### src/rtl/memory_stage_pkg.sv
// Shared pipeline and data-bus types for the memory-access stage.
package memory_stage_pkg;

  typedef logic [63:0] word_t;
  typedef logic [31:0] u32_t;
  typedef logic [4:0]  creg_addr_t;

  typedef enum logic [1:0] {
    MSIZE1 = 2'd0,
    MSIZE2 = 2'd1,
    MSIZE4 = 2'd2,
    MSIZE8 = 2'd3
  } msize_t;

  typedef enum logic [1:0] {
    IDLE = 2'd0,
    BUSY = 2'd1,
    DONE = 2'd2
  } mem_state_t;

  typedef struct packed {
    logic   regwrite;
    logic   memread;
    logic   memwrite;
    msize_t memsize;
  } control_t;

  typedef struct packed {
    logic       valid;
    logic [5:0] mcause;
  } excep_t;

  typedef struct packed {
    logic       valid;
    word_t      pc;
    u32_t       raw_instr;
    control_t   ctl;
    creg_addr_t dst;
    word_t      aluout;
    word_t      memwd;
    logic [11:0] csraddr;
    word_t      csrdata;
    excep_t     excep;
    logic [1:0] priviledgeMode;
    logic [1:0] priviledgeMode_new;
    creg_addr_t ra1;
    creg_addr_t ra2;
  } execute_data_t;

  typedef struct packed {
    logic       valid;
    word_t      pc;
    u32_t       raw_instr;
    control_t   ctl;
    creg_addr_t dst;
    word_t      result;
    logic [11:0] csraddr;
    word_t      csrdata;
    excep_t     excep;
    logic [1:0] priviledgeMode;
    logic [1:0] priviledgeMode_new;
    creg_addr_t ra1;
    creg_addr_t ra2;
  } memory_data_t;

  typedef struct packed {
    logic       valid;
    word_t      addr;
    msize_t     size;
    logic [7:0] strobe;
    word_t      data;
  } dbus_req_t;

  typedef struct packed {
    logic  addr_ok;
    logic  data_ok;
    word_t data;
  } dbus_resp_t;

  localparam logic [5:0] MCAUSE_LOAD_MISALIGNED  = 6'd4;
  localparam logic [5:0] MCAUSE_STORE_MISALIGNED = 6'd6;

  function automatic logic [7:0] size_mask(input msize_t size);
    logic [7:0] mask;
    case (size)
      MSIZE1:  mask = 8'h01;
      MSIZE2:  mask = 8'h03;
      MSIZE4:  mask = 8'h0f;
      MSIZE8:  mask = 8'hff;
      default: mask = 8'h00;
    endcase
    return mask;
  endfunction

endpackage

### src/rtl/memory_stage_if.sv
// Data-bus request/response pair between the memory stage and memory.
interface memory_stage_if;
  import memory_stage_pkg::*;

  dbus_req_t  dreq;
  dbus_resp_t dresp;

  modport master (output dreq, input dresp);
  modport slave  (input dreq, output dresp);
endinterface

### src/rtl/memory_stage_align.sv
// Combinational byte-lane steering: store data/strobe placement and
// load-data extraction with sign or zero extension.
module mem_align
  import memory_stage_pkg::*;
(
  input  logic [2:0] off,
  input  msize_t     memsize,
  input  logic       unsigned_ld,
  input  word_t      wdata,
  input  word_t      rdata,
  output word_t      wdata_aligned,
  output logic [7:0] strobe,
  output word_t      rdata_ext
);

  logic [5:0] shamt_s;
  word_t      raw_s;

  // Lane shift for stores and loads, then width-specific extension.
  always_comb begin
    shamt_s       = {off, 3'b000};
    wdata_aligned = wdata << shamt_s;
    strobe        = size_mask(memsize) << off;
    raw_s         = rdata >> shamt_s;
    case (memsize)
      MSIZE1:  rdata_ext = unsigned_ld ? {56'd0, raw_s[7:0]}  : {{56{raw_s[7]}},  raw_s[7:0]};
      MSIZE2:  rdata_ext = unsigned_ld ? {48'd0, raw_s[15:0]} : {{48{raw_s[15]}}, raw_s[15:0]};
      MSIZE4:  rdata_ext = unsigned_ld ? {32'd0, raw_s[31:0]} : {{32{raw_s[31]}}, raw_s[31:0]};
      MSIZE8:  rdata_ext = raw_s;
      default: rdata_ext = raw_s;
    endcase
  end

endmodule

### src/rtl/memory_stage.sv
// Memory-access pipeline stage: issues data-bus transactions for loads and
// stores, stalls the front end while one is outstanding, and feeds writeback.
module memory_stage
  import memory_stage_pkg::*;
(
  input  logic           clk,
  input  logic           reset,
  input  execute_data_t  dataE,
  input  logic           mem_misaligned,
  input  logic           flush,
  input  logic           stall_in,
  memory_stage_if.master dbus,
  output memory_data_t   dataM,
  output logic           mem_stall
);

  mem_state_t    state_r, state_next_s;
  logic          kill_r, kill_next_s;
  execute_data_t held_r;
  word_t         result_r;
  execute_data_t src_s;
  memory_data_t  pass_s, data_m_s;
  dbus_req_t     req_s;
  logic          is_mem_s, need_s, misaligned_s;
  logic          req_valid_s, stall_s, capture_s, latch_s;
  word_t         st_data_s, ld_data_s;
  logic [7:0]    st_strobe_s;
  logic          unused_addr_ok_s;

  assign unused_addr_ok_s = dbus.dresp.addr_ok;

  // Operand source: live execute data while idle, the copy captured at issue otherwise.
  always_comb begin
    if (state_r == IDLE) begin
      src_s = dataE;
    end else begin
      src_s = held_r;
    end
    is_mem_s     = dataE.valid & (dataE.ctl.memread | dataE.ctl.memwrite);
    need_s       = is_mem_s & ~mem_misaligned;
    misaligned_s = is_mem_s & mem_misaligned;
  end

  mem_align u_align (
    .off           (src_s.aluout[2:0]),
    .memsize       (src_s.ctl.memsize),
    .unsigned_ld   (src_s.raw_instr[14]),
    .wdata         (src_s.memwd),
    .rdata         (dbus.dresp.data),
    .wdata_aligned (st_data_s),
    .strobe        (st_strobe_s),
    .rdata_ext     (ld_data_s)
  );

  // Pass-through view of the source instruction and the bus request built from it.
  always_comb begin
    pass_s                    = '0;
    pass_s.valid              = src_s.valid;
    pass_s.pc                 = src_s.pc;
    pass_s.raw_instr          = src_s.raw_instr;
    pass_s.ctl                = src_s.ctl;
    pass_s.dst                = src_s.dst;
    pass_s.result             = src_s.aluout;
    pass_s.csraddr            = src_s.csraddr;
    pass_s.csrdata            = src_s.csrdata;
    pass_s.excep              = src_s.excep;
    pass_s.priviledgeMode     = src_s.priviledgeMode;
    pass_s.priviledgeMode_new = src_s.priviledgeMode_new;
    pass_s.ra1                = src_s.ra1;
    pass_s.ra2                = src_s.ra2;
    req_s                     = '0;
    req_s.valid               = 1'b1;
    req_s.addr                = src_s.aluout;
    req_s.size                = src_s.ctl.memsize;
    if (src_s.ctl.memwrite) begin
      req_s.strobe = st_strobe_s;
      req_s.data   = st_data_s;
    end else begin
      req_s.strobe = 8'h00;
      req_s.data   = 64'd0;
    end
  end

  // Next-state logic, request/stall generation and writeback payload.
  always_comb begin
    state_next_s = state_r;
    kill_next_s  = kill_r;
    req_valid_s  = 1'b0;
    stall_s      = 1'b0;
    capture_s    = 1'b0;
    latch_s      = 1'b0;
    data_m_s     = '0;
    case (state_r)
      IDLE: begin
        if (flush) begin
          data_m_s       = pass_s;
          data_m_s.valid = 1'b0;
        end else if (need_s) begin
          req_valid_s = 1'b1;
          stall_s     = 1'b1;
          capture_s   = 1'b1;
          if (dbus.dresp.data_ok) begin
            latch_s      = 1'b1;
            state_next_s = DONE;
          end else begin
            state_next_s = BUSY;
          end
        end else begin
          data_m_s = pass_s;
          if (misaligned_s) begin
            data_m_s.excep.valid  = 1'b1;
            data_m_s.excep.mcause = src_s.ctl.memread ? MCAUSE_LOAD_MISALIGNED
                                                      : MCAUSE_STORE_MISALIGNED;
            data_m_s.ctl.regwrite = 1'b0;
            data_m_s.ctl.memwrite = 1'b0;
          end else begin
            data_m_s.excep = src_s.excep;
          end
        end
      end
      BUSY: begin
        // A flushed transaction still runs to completion; kill only drops its result.
        req_valid_s = 1'b1;
        stall_s     = 1'b1;
        if (dbus.dresp.data_ok) begin
          latch_s      = 1'b1;
          kill_next_s  = 1'b0;
          state_next_s = (kill_r | flush) ? IDLE : DONE;
        end else begin
          kill_next_s = kill_r | flush;
        end
      end
      DONE: begin
        data_m_s       = pass_s;
        data_m_s.result = result_r;
        data_m_s.valid = src_s.valid & ~flush;
        kill_next_s    = 1'b0;
        if (flush) begin
          state_next_s = IDLE;
        end else if (stall_in) begin
          state_next_s = DONE;
        end else begin
          state_next_s = IDLE;
        end
      end
      default: begin
        state_next_s = IDLE;
        kill_next_s  = 1'b0;
      end
    endcase
  end

  // State, kill flag, issued instruction and returned data.
  always_ff @(posedge clk) begin
    if (reset) begin
      state_r  <= IDLE;
      kill_r   <= 1'b0;
      held_r   <= '0;
      result_r <= 64'd0;
    end else begin
      state_r <= state_next_s;
      kill_r  <= kill_next_s;
      if (capture_s) begin
        held_r <= dataE;
      end
      if (latch_s) begin
        result_r <= src_s.ctl.memread ? ld_data_s : src_s.aluout;
      end
    end
  end

  // Output drive; everything reads as zero while reset is asserted.
  always_comb begin
    if (reset) begin
      dbus.dreq = '0;
      dataM     = '0;
      mem_stall = 1'b0;
    end else begin
      dbus.dreq = req_valid_s ? req_s : '0;
      dataM     = data_m_s;
      mem_stall = stall_s;
    end
  end

endmodule

### src/flat_wrapper.sv
// flat-port wrapper written by rule: the top's interface ports become plain ports
module memory_stage_flat import memory_stage_pkg::*;
  (clk, reset, dataE, mem_misaligned, flush, stall_in, dataM, mem_stall, dbus_dreq, dbus_dresp);
  memory_stage_if dbus_i ();
  input  logic clk;
  input  logic reset;
  input  execute_data_t dataE;
  input  logic mem_misaligned;
  input  logic flush;
  input  logic stall_in;
  output memory_data_t dataM;
  output logic mem_stall;
  output wire logic [$bits(dbus_i.dreq)-1:0] dbus_dreq;
  input wire logic [$bits(dbus_i.dresp)-1:0] dbus_dresp;
  assign dbus_dreq = dbus_i.dreq;
  assign dbus_i.dresp = dbus_dresp;
  memory_stage u_core (.clk(clk), .reset(reset), .dataE(dataE), .mem_misaligned(mem_misaligned), .flush(flush), .stall_in(stall_in), .dbus(dbus_i), .dataM(dataM), .mem_stall(mem_stall));
endmodule
### config.mk
export PLATFORM = sky130hd
export DESIGN_NAME = memory_stage_flat
export DESIGN_NICKNAME = d
export VERILOG_FILES = /design/src/rtl/memory_stage_pkg.sv /design/src/rtl/memory_stage_if.sv /design/src/rtl/memory_stage_align.sv /design/src/rtl/memory_stage.sv /design/src/flat_wrapper.sv
export SDC_FILE = /design/constraint.sdc
export NUM_CORES = 1
export LEC_CHECK = 0
export BUFFER_PORTS_ARGS = -buffer_cell sky130_fd_sc_hd__buf_2
export CAP_MARGIN = 20
export CORE_AREA = 2 2 317 319
export CTS_CLUSTER_DIAMETER = 200
export DETAILED_ROUTE_END_ITERATION = 7
export DIE_AREA = 0 0 319 321
export PLACE_DENSITY = 0.48
export RECOVER_POWER = 25
export SLEW_MARGIN = 10
export SYNTH_ARGS = -nofsm -noshare
export SYNTH_HDL_FRONTEND = slang
export SYNTH_SLANG_ARGS = --single-unit
### constraint.sdc
create_clock -name clk -period 3.7 [get_ports clk]
set_input_delay 0.74 -clock clk [delete_from_list [all_inputs] [get_ports clk]]
set_output_delay 0.74 -clock clk [all_outputs]
set_load 0.005 [all_outputs]
Word-level counts from Yosys, hierarchy flattened
Index checks and enable logic that the tools add are counted.
{"block": "word_totals", "out_inout_bits": 408, "word_cells": 80, "regBits": 399}
{"block": "op_classes", "n_eq_ne": 8, "n_bitwise": 8, "shifts": 3, "n_mux": 37, "reduce_logical": 3}
{"operator": "268-bit two-way mux", "count": 3}
{"operator": "268-bit one-hot mux with 2 select lines", "count": 1}
{"operator": "332-bit two-way mux", "count": 1}
{"operator": "139-bit two-way mux", "count": 2}
{"operator": "64-bit two-way mux", "count": 4}
{"operator": "64-bit one-hot mux with 4 select lines", "count": 1}
{"operator": "72-bit two-way mux", "count": 1}
{"operator": "64-bit by 6-bit << shifter with 64-bit output", "count": 1}
{"operator": "64-bit by 6-bit >> shifter with 64-bit output", "count": 1}
{"operator": "8-bit one-hot mux with 4 select lines", "count": 1}
{"operator": "2-bit two-way mux", "count": 8}
{"operator": "1-bit two-way mux", "count": 10}
{"operator": "8-bit by 3-bit << shifter with 8-bit output", "count": 1}
{"operator": "7-bit two-way mux", "count": 1}
{"operator": "2-bit equality test, second input constant", "count": 3}
{"operator": "1-bit one-hot mux with 2 select lines", "count": 3}
{"operator": "2-bit one-hot mux with 3 select lines", "count": 1}
{"operator": "1-bit bitwise AND", "count": 4}
{"operator": "2-bit by 1-bit equality test with 1-bit output, second input constant", "count": 2}
{"operator": "2-bit zero test", "count": 2}
{"operator": "2-bit inequality test, second input constant", "count": 2}
{"operator": "3-bit AND reduction", "count": 1}
{"operator": "2-bit by 1-bit inequality test with 1-bit output, second input constant", "count": 1}
{"operator": "1-bit inverter", "count": 2}
{"operator": "1-bit bitwise OR", "count": 2}

Depth between registers and ports, before layout
Gate-level depths: netlist (run 1).
{"block": "depth", "word_depth": 8, "ltp_mapped": 12, "mapped_depth_nobuf": 7}

Hierarchy
From an unflattened synthesis (run 1), not the netlist that was laid out.
{"block": "hier_totals", "cells_unflattened": 3614, "area_unflattened_um2": 25677.1}
{"mod": "memory_stage", "n_inst": 1, "seq_area_each_um2": 7987.7, "area_per_inst_um2": 21484.4, "cells_each": 3063}
{"mod": "mem_align", "n_inst": 1, "seq_area_each_um2": 0.0, "area_per_inst_um2": 4192.8, "cells_each": 551}

Worst setup path after synthesis (run 1)
Ideal clock, no wire load.
{"block": "synth_timing", "kind": "input to output", "from": "input dataE[161] (netlist bit)", "to": "output dbus_dreq[69]", "setup_slack_ps": 244, "required_ps": 2960, "path_buffers": 5, "arrival_time_ps": 2716, "path_stages": 10, "path_cell_list": "buf_4 -> or3b_4 -> and2_1 -> clkbuf_1 -> buf_2 -> buf_2 -> buf_2 -> nand2_1 -> a21oi_1 -> a2111oi_0"}
{"block": "synth_via", "elab_chain_len": 5}
{"element": "from (decl)", "line": "flat_wrapper.sv:7", "source": "input execute_data_t dataE;"}
{"element": "332-bit two-way mux", "line": "memory_stage.sv:34", "source": "if (state_r == IDLE) begin"}
{"element": "8-bit by 3-bit << shifter with 8-bit output", "line": "memory_stage_align.sv:23", "source": "strobe = size_mask(memsize) << off;"}
{"element": "72-bit two-way mux", "line": "memory_stage.sv:75", "source": "if (src_s.ctl.memwrite) begin"}
{"element": "139-bit two-way mux", "line": "memory_stage.sv:179", "source": "dbus.dreq = req_valid_s ? req_s : '0;"}
{"element": "139-bit two-way mux", "line": "memory_stage.sv:174", "source": "if (reset) begin"}
{"element": "to (decl)", "line": "flat_wrapper.sv:13", "source": "output wire logic [$bits(dbus_i.dreq)-1:0] dbus_dreq;"}
No other way between the ends.

Final worst setup path (run 1)
{"block": "layout_timing", "from": "register u_core.state_r[0]", "to": "output dbus_dreq[47]"}
{"block": "layout_via", "elab_chain_len": 6, "elab_cells_between_ends": 8, "cone_classes": "1 x eq/ne; 1 x shift; 5 x mux; 1 x reduce/logical"}
{"element": "from (decl)", "line": "memory_stage.sv:17", "source": "mem_state_t state_r, state_next_s;"}
{"element": "from (signal assigned)", "line": "memory_stage.sv:161", "source": "state_r <= state_next_s;"}
{"element": "2-bit zero test", "line": "memory_stage.sv:34, memory_stage.sv:93"}
{"element": "332-bit two-way mux", "line": "memory_stage.sv:34"}
{"element": "64-bit by 6-bit << shifter with 64-bit output", "line": "memory_stage_align.sv:22", "source": "wdata_aligned = wdata << shamt_s;"}
{"element": "72-bit two-way mux", "line": "memory_stage.sv:75"}
{"element": "139-bit two-way mux (*)", "line": "memory_stage.sv:179"}
{"element": "139-bit two-way mux (*)", "line": "memory_stage.sv:174"}
Mark *: on every way between the ends. The rest lies on a longest branch, timed or not.

==> results.cfg, run 1 <==
[status]
outcome = complete, but fails checks
violations = capacitance limit, slew limit

[timing]
worst_slack_ns = 0.0987
finClkSkew_ns = 0.0322
tns_ns = 0
maxSlewHeadroom = -0.226
fmax_mhz = 278
fin_crit_ns = 3.60
finalHoldViolations = 0
period_share = 0.973
worst_pin_slew_ns = 1.84
slew_viol_final = 120
rsz0062_at_grt = no
holdWs_ns = 0.367
finalSetupViolations = 0

[worst_setup_path]
rr_worst_depth = 7
path_cells = or2_4 > buf_12 > a21oi_1 > o21ai_0 > a21oi_1 > nor2_1 > buf_2
worst_setup_path_end_kind = primary output
criticalPathCategory = reg2out
cp-start-kind = register
critPathBufInv = 2
r2r-start = u_core.state_r[1]
crit_start = u_core.state_r[0]
cp_data_arrival_time_ns = 2.86
crit_cells = 7
critPathMaxFanout = 83
crit_path_frequent_cell = a21oi_1
cp.required_ns = 2.96
critPathSlowestCell = o21ai_0
cp_top_family = compound AO/OA/AOI/OAI gates
max_stage_delay_ns = 0.56

[yosys]
netlist_top_cells_area = dfxtp_1 (34%), nand2_1 (13%), a21oi_1 (9.6%)
synth_area_leader_cell = dfxtp_1
synth_enable_flop_cells = 0
syn_area_mm2 = 0.0232
syn_inst = 3336
syn_nets = 3739
syn_avg_cell_area_um2 = 6.95
synth_top_area_frac = 0.344
synth_top_family_by_area = compound AO/OA/AOI/OAI gates
yosys.area_share.simple = 0.237
synth.area.mux_share = 0.0962
synth-adder-area-share = 0
synth_ff_type = dfxtp_1
yosys.area_share.xor_xnor = 0
synth-seq-cells = 399
synthTopCellsByCount = nand2_1 (822), nor2_1 (462), a21oi_1 (444)
yosys.cell_types.count = 57
yosysMostFrequentCell = nand2_1
synth_compound_area_frac = 0.265
synth_warnings = 0
yosysSeqAreaShare = 0.344
async_flop_share = 0

[die]
die_area_mm2 = 0.102
core-area_mm2 = 0.0993
die_width_um = 319
start_util = 0.234
row_count = 116
ios = 811
die_y_um = 321

[power_and_ir_drop]
swShare = 0.304
internal_power_mw = 8.69
p_sw_mw = 3.79
power_frac_comb = 0.205
p_per_area_mw_per_mm2 = 400
p_clk_frac = 0.433
p_seq_frac = 0.361
total_power_mw = 12.5
ir_drop_uv = 350
leakage_nw = 13.4

[placed_design]
post-place-ws_ns = -0.337
placed_area_mm2 = 0.0292
placedCellCount = 5264
place_hpwl_um = 85500
port-buffer-count = 809
gp_congestion = 0.930

[cells_and_area]
finalNetCount = 4431
fin_area_mm2 = 0.0312
final_core_util = 0.314
instances_no_fill = 5386
drive_above_1_share = 0.286
area_delta_synth_final_pct = 34.4
fillers = 11100

[global_route]
grt.total_usage = 0.215
grt_pass1_vias = 25400
grt_pass1_wl_um = 170000
grt-ovfl-total = 0
grt_max_degree = 170
antenna_found_initial = 32

[drt]
dr.pass1.iters = 7
viasPerCell = 5.06
wl_um = 117000
num_vias = 27200
met3_length_um = 8130
highest_layer = met5
remaining_drc_errors = 0
drt_iter0_drc = 2151
antenna_left = 0
wl_met1_um = 51500
wl_met2_um = 54300
wire_per_inst_um = 21.7

[cts]
cts_buffers = 50
htreeDepth = 2
cts_num_sinks = 399
cts_tree = done
clk_latency_ns = 0.63
root_buffer = clkbuf_16
clk_pin_slew_worst_paths_ns = 0.06
hold_buffers = 0
cts_buffer_depth = 3

[hold_path]
whs_path_depth = 2
min_path_type = in2reg
worstHoldStart = dbus_dresp[64]

[job]
cap_violations = 2
[worst reg2reg max path, cell delays in order, from the launching register on]
cell,delay (ns)
dfxtp_2,0.34
or2_4,0.32
buf_12,0.21
nor3_1,0.46
clkbuf_2,1.20
buf_4,0.51
nand2_1,0.10
a21oi_1,0.13
[registers in the layout, indices dropped and copies added (netlist names)]
register,flops
u_core.kill_r,1
u_core.held_r,332
u_core.state_r,2
u_core.result_r,64
[metal layers]
metal | GRT usage | vias to the layer above
met3 | 0.0476 | 149
met4 | 0.0581 | 22
li1 | - | 13000
met1 | 0.282 | 13000
met5 | 0 | -
met2 | 0.353 | 1003
[kinds of logic after synthesis]
family | count (synthesis)
AOI/OAI and AO/OA | 987
buffers and inverters | 335
DFF | 399
muxes | 217
and+or+nand+nor | 1398
[power groups by stage]
stage | Clock [mW] | Combinational (mW) | Sequential [mW]
2_1_floorplan | 0 | 1.30 | 4.57
3_3_place_gp | 0 | 2.53 | 4.60
3_5_place_dp | 0 | 2.54 | 4.60
4_1_cts | 5.55 | 2.56 | 4.51
5_1_grt | 5.71 | 2.77 | 4.52
6_report | 5.41 | 2.56 | 4.51
[cell usage in the layout, fill, tap and decap left out, types with 22 or more instances in the layout]
cell	synthesis	routed
a211oi_1	64	62
a211oi_2	30	31
a21oi_1	444	440
a22o_1	23	23
a22oi_1	76	76
buf_12	0	26
buf_2	23	807
buf_4	3	123
clkbuf_16	0	51
dfxtp_1	399	396
diode_2	0	22
mux2_2	33	33
mux2i_1	181	176
nand2_1	822	821
nand3_1	44	44
nor2_1	462	456
o21ai_0	62	61
o22ai_1	196	196
[final cells by class]
cell class,instances,area [um^2],share of cell area
tap,1298,1620,0.0521
clock buffer,65,1400,0.0449
timing repair buffer,969,5570,0.179
sequential,399,7990,0.256
clock inverter,25,375,0.0120
antenna,22,55.1,0.00177
inverter,6,27.5,0.000883
multi-input combinational,2602,14100,0.453
[what timing repair did]
action,in CTS,in global routing
pin swaps,3,3
setup buffers,5,5
endpoints found under the hold margin,0,0
endpoints found under the setup margin,163,37
gates cloned,0,0
gates resized for setup,18,16
[final timing paths]
| kind | endpoint | slack, ns |
|---|---|---|
| hold reg to reg | u_core.held_r[169] | 0.45 |
| setup reg to reg | u_core.held_r[105] | 0.34 |
| setup / recovery | dbus_dreq[47] | 0.1 |
| hold / removal | u_core.state_r[0] | 0.37 |
Power figures use the tool's default switching activity.
==> inputs of run 2 (changes only) <==
PLACE_DENSITY = 0.5   (was 0.48)
SYNTH_HIERARCHICAL = 1   (was unset)
==> run 2 against run 1 <==
Effect of this change:
- the flow still finishes with violations (capacitance limit, slew limit)
- highest routed layer unchanged
- first-iteration DRC count increased by 29%
- die area unchanged
- largest cell class unchanged
- flip-flop and latch count unchanged
- register-to-register slack got worse by 0.22 ns
- clock skew decreased by 0.0086 ns
- cell area increased by 12%
- clock power increased by 2%
- global-route usage increased by 1.6 points
- worst hold slack got worse by 0.010 ns
==> results.cfg, run 2 <==
[yosys]
syn_avg_cell_area_um2 = 7.10
synth_warnings = 6
synth_area_leader_cell = dfxtp_1
netlist_top_cells_area = dfxtp_1 (31%), nand2_1 (17%), a21oi_1 (15%)
yosysSeqAreaShare = 0.311
syn_area_mm2 = 0.0257
syn_nets = 4017
synth-seq-cells = 399
yosysMostFrequentCell = nand2_1
synth_ff_type = dfxtp_1
syn_inst = 3614
synth_enable_flop_cells = 0
yosys.cell_types.count = 60
async_flop_share = 0
synthTopCellsByCount = nand2_1 (1137), a21oi_1 (757), dfxtp_1 (399)
synth_top_area_frac = 0.311

[global_route]
grt_pass1_wl_um = 182000
grt_pass1_vias = 27300
antenna_found_initial = 30
grt-ovfl-total = 0
grt.total_usage = 0.231
grt_max_degree = 285

[die]
core-area_mm2 = 0.0993
row_count = 116
start_util = 0.259
die_area_mm2 = 0.102
ios = 811
die_width_um = 319
die_y_um = 321

[placed_design]
placed_area_mm2 = 0.0311
placedCellCount = 5470
port-buffer-count = 809
place_hpwl_um = 86400
post-place-ws_ns = 0.0827
gp_congestion = 0.886

[worst_setup_path]
criticalPathCategory = reg2out
cp_data_arrival_time_ns = 2.96
cp-start-kind = register
critPathMaxFanout = 8
worst_setup_path_end_kind = primary output
cp.required_ns = 2.96

[cells_and_area]
final_cell_mix = nand2_1 (1136), buf_2 (787), a21oi_1 (744)
multiInputGateArea_mm2 = 0.0166
final_common_cell = nand2_1
fin_area_mm2 = 0.0348
largest_reg_flops = 332
drive_above_1_share = 0.309
instances_no_fill = 5651
reg_top3 = u_core/held_r (332), u_core/result_r (64), u_core/state_r (2)
fillers = 10700
finalNetCount = 4694
top_register = u_core/held_r
area_delta_synth_final_pct = 35.4
ff_latch_area_mm2 = 0.00800

[job]
cap_violations = 1

[timing]
maxSlewHeadroom = -0.245
fmax_mhz = 270
finalHoldViolations = 0
finalSetupViolations = 0
rsz0062_at_grt = yes
worst_slack_ns = 0.00139
fin_crit_ns = 3.70
finClkSkew_ns = 0.0236
slew_viol_final = 189
period_share = 1.00
worst_pin_slew_ns = 1.87

[drt]
wire_per_inst_um = 22.4
num_vias = 29300
remaining_drc_errors = 0
viasPerCell = 5.18
wl_um = 127000
antenna_left = 0
drt_iter0_drc = 2783
dr.pass1.iters = 6

[cts]
htreeDepth = 2
clk_latency_ns = 0.63
root_buffer = clkbuf_16
cts_num_sinks = 399
cts_buffers = 53
clk_pin_slew_worst_paths_ns = 0.06
cts_tree = done
cts_buffer_depth = 3

[hold_path]
min_path_type = in2reg

[power_and_ir_drop]
ir_drop_uv = 311
leakage_nw = 14.0
p_per_area_mw_per_mm2 = 369

[status]
violations = capacitance limit, slew limit
outcome = complete, but fails checks
run 2: changes by cell type after synthesis, moves of 48 or more:
cell	previous run	this run
nor2_1	462	71
clkbuf_1	265	212
a21oi_1	444	757
and2_1	4	92
a211oi_1	64	4
mux2i_1	181	73
o22ai_1	196	9
mux2_2	33	97
o211ai_1	19	67
nand2_1	822	1137
a22oi_1	76	4
o22a_1	6	64
nand3b_1	5	264
buf_2	23	119
run 2: cell type report:
class                           count  area share
Inverter                            7    0.000827
Timing Repair Buffer              990       0.191
Clock inverter                     22     0.00838
Antenna cell                       22     0.00158
Multi-Input combinational cell   2840       0.477
Sequential cell                   399       0.230
Tap cell                         1298      0.0467
Clock buffer                       73      0.0444
run 2: what timing repair did:
item | in CTS | in global routing
resized for setup | 121 | 104
pin swaps | 8 | 8
cloned | 21 | 9
hold buffers | 0 | 0
setup endpoints to repair | 135 | 82
setup buffers | 31 | 10
run 2: report_power, final:
group	total [mW]	internal [mW]	switching, mW
registers	4.49	4.42	0.0645
logic	2.86	1.19	1.66
clock network	5.50	3.32	2.17
run 2: cells by family (layout without fill, tap and decap cells):
kind of cell | after synthesis | in the layout | synth area share
AO/OA/AOI/OAI | 1000 | 1000 | 0.223
AND/OR/NAND/NOR | 1637 | 1637 | 0.302
multiplexers | 202 | 203 | 0.0991
buffers and inverters | 376 | 1092 | 0.0652
flip-flops | 399 | 399 | 0.311
other | 0 | 22 | 0
run 2: metal layers:
metal | track usage | wire [um] | vias to the layer above
met1 | 0.300 | 54400 | 13900
met4 | 0.0824 | 4250 | 8
met3 | 0.0392 | 8270 | 242
met5 | 0 | 55 | -
met2 | 0.383 | 59900 | 1263
li1 | - | - | 13800
run 2: stage by stage:
stage / total power [mW] / setup TNS [ns] / hold slack (ns) / util
finish: 12.8 / 0 / 0.357 / 0.350
detailed placement: 7.16 / 0 / 0.444 / 0.313
CTS: 12.9 / -2.35 / 0.296 / 0.345
global placement: 7.15 / 0 / 0.439 / 0.313
floorplan: 6.00 / 0 / 0.434 / -
global route: 13.3 / -4.24 / 0.329 / 0.350
run 2: path summary, 6_finish.rpt:
kind / endpoint / slack, ns / cells past startpoint / from
hold / removal: u_core/held_r[49] / 0.36 / 3 / dataE[49]
setup / recovery: dbus_dreq[61] / 0.001 / 10 / u_core/state_r[0]
setup reg to reg: u_core/result_r[35] / 0.12 / 11 / u_core/state_r[0]
hold reg to reg: u_core/held_r[246] / 0.45 / 2 / u_core/held_r[246]
run 2: critical path, cell delays in order (launching register included):
cell     delay [ns]
dfxtp_4        0.35
nor2_4         0.12
buf_12         0.17
mux2_8         0.46
buf_16         0.17
mux2_2         0.29
nor2_2         0.10
a21oi_2        0.06
mux2_4         0.29
and2_1         0.15
buf_2          0.14
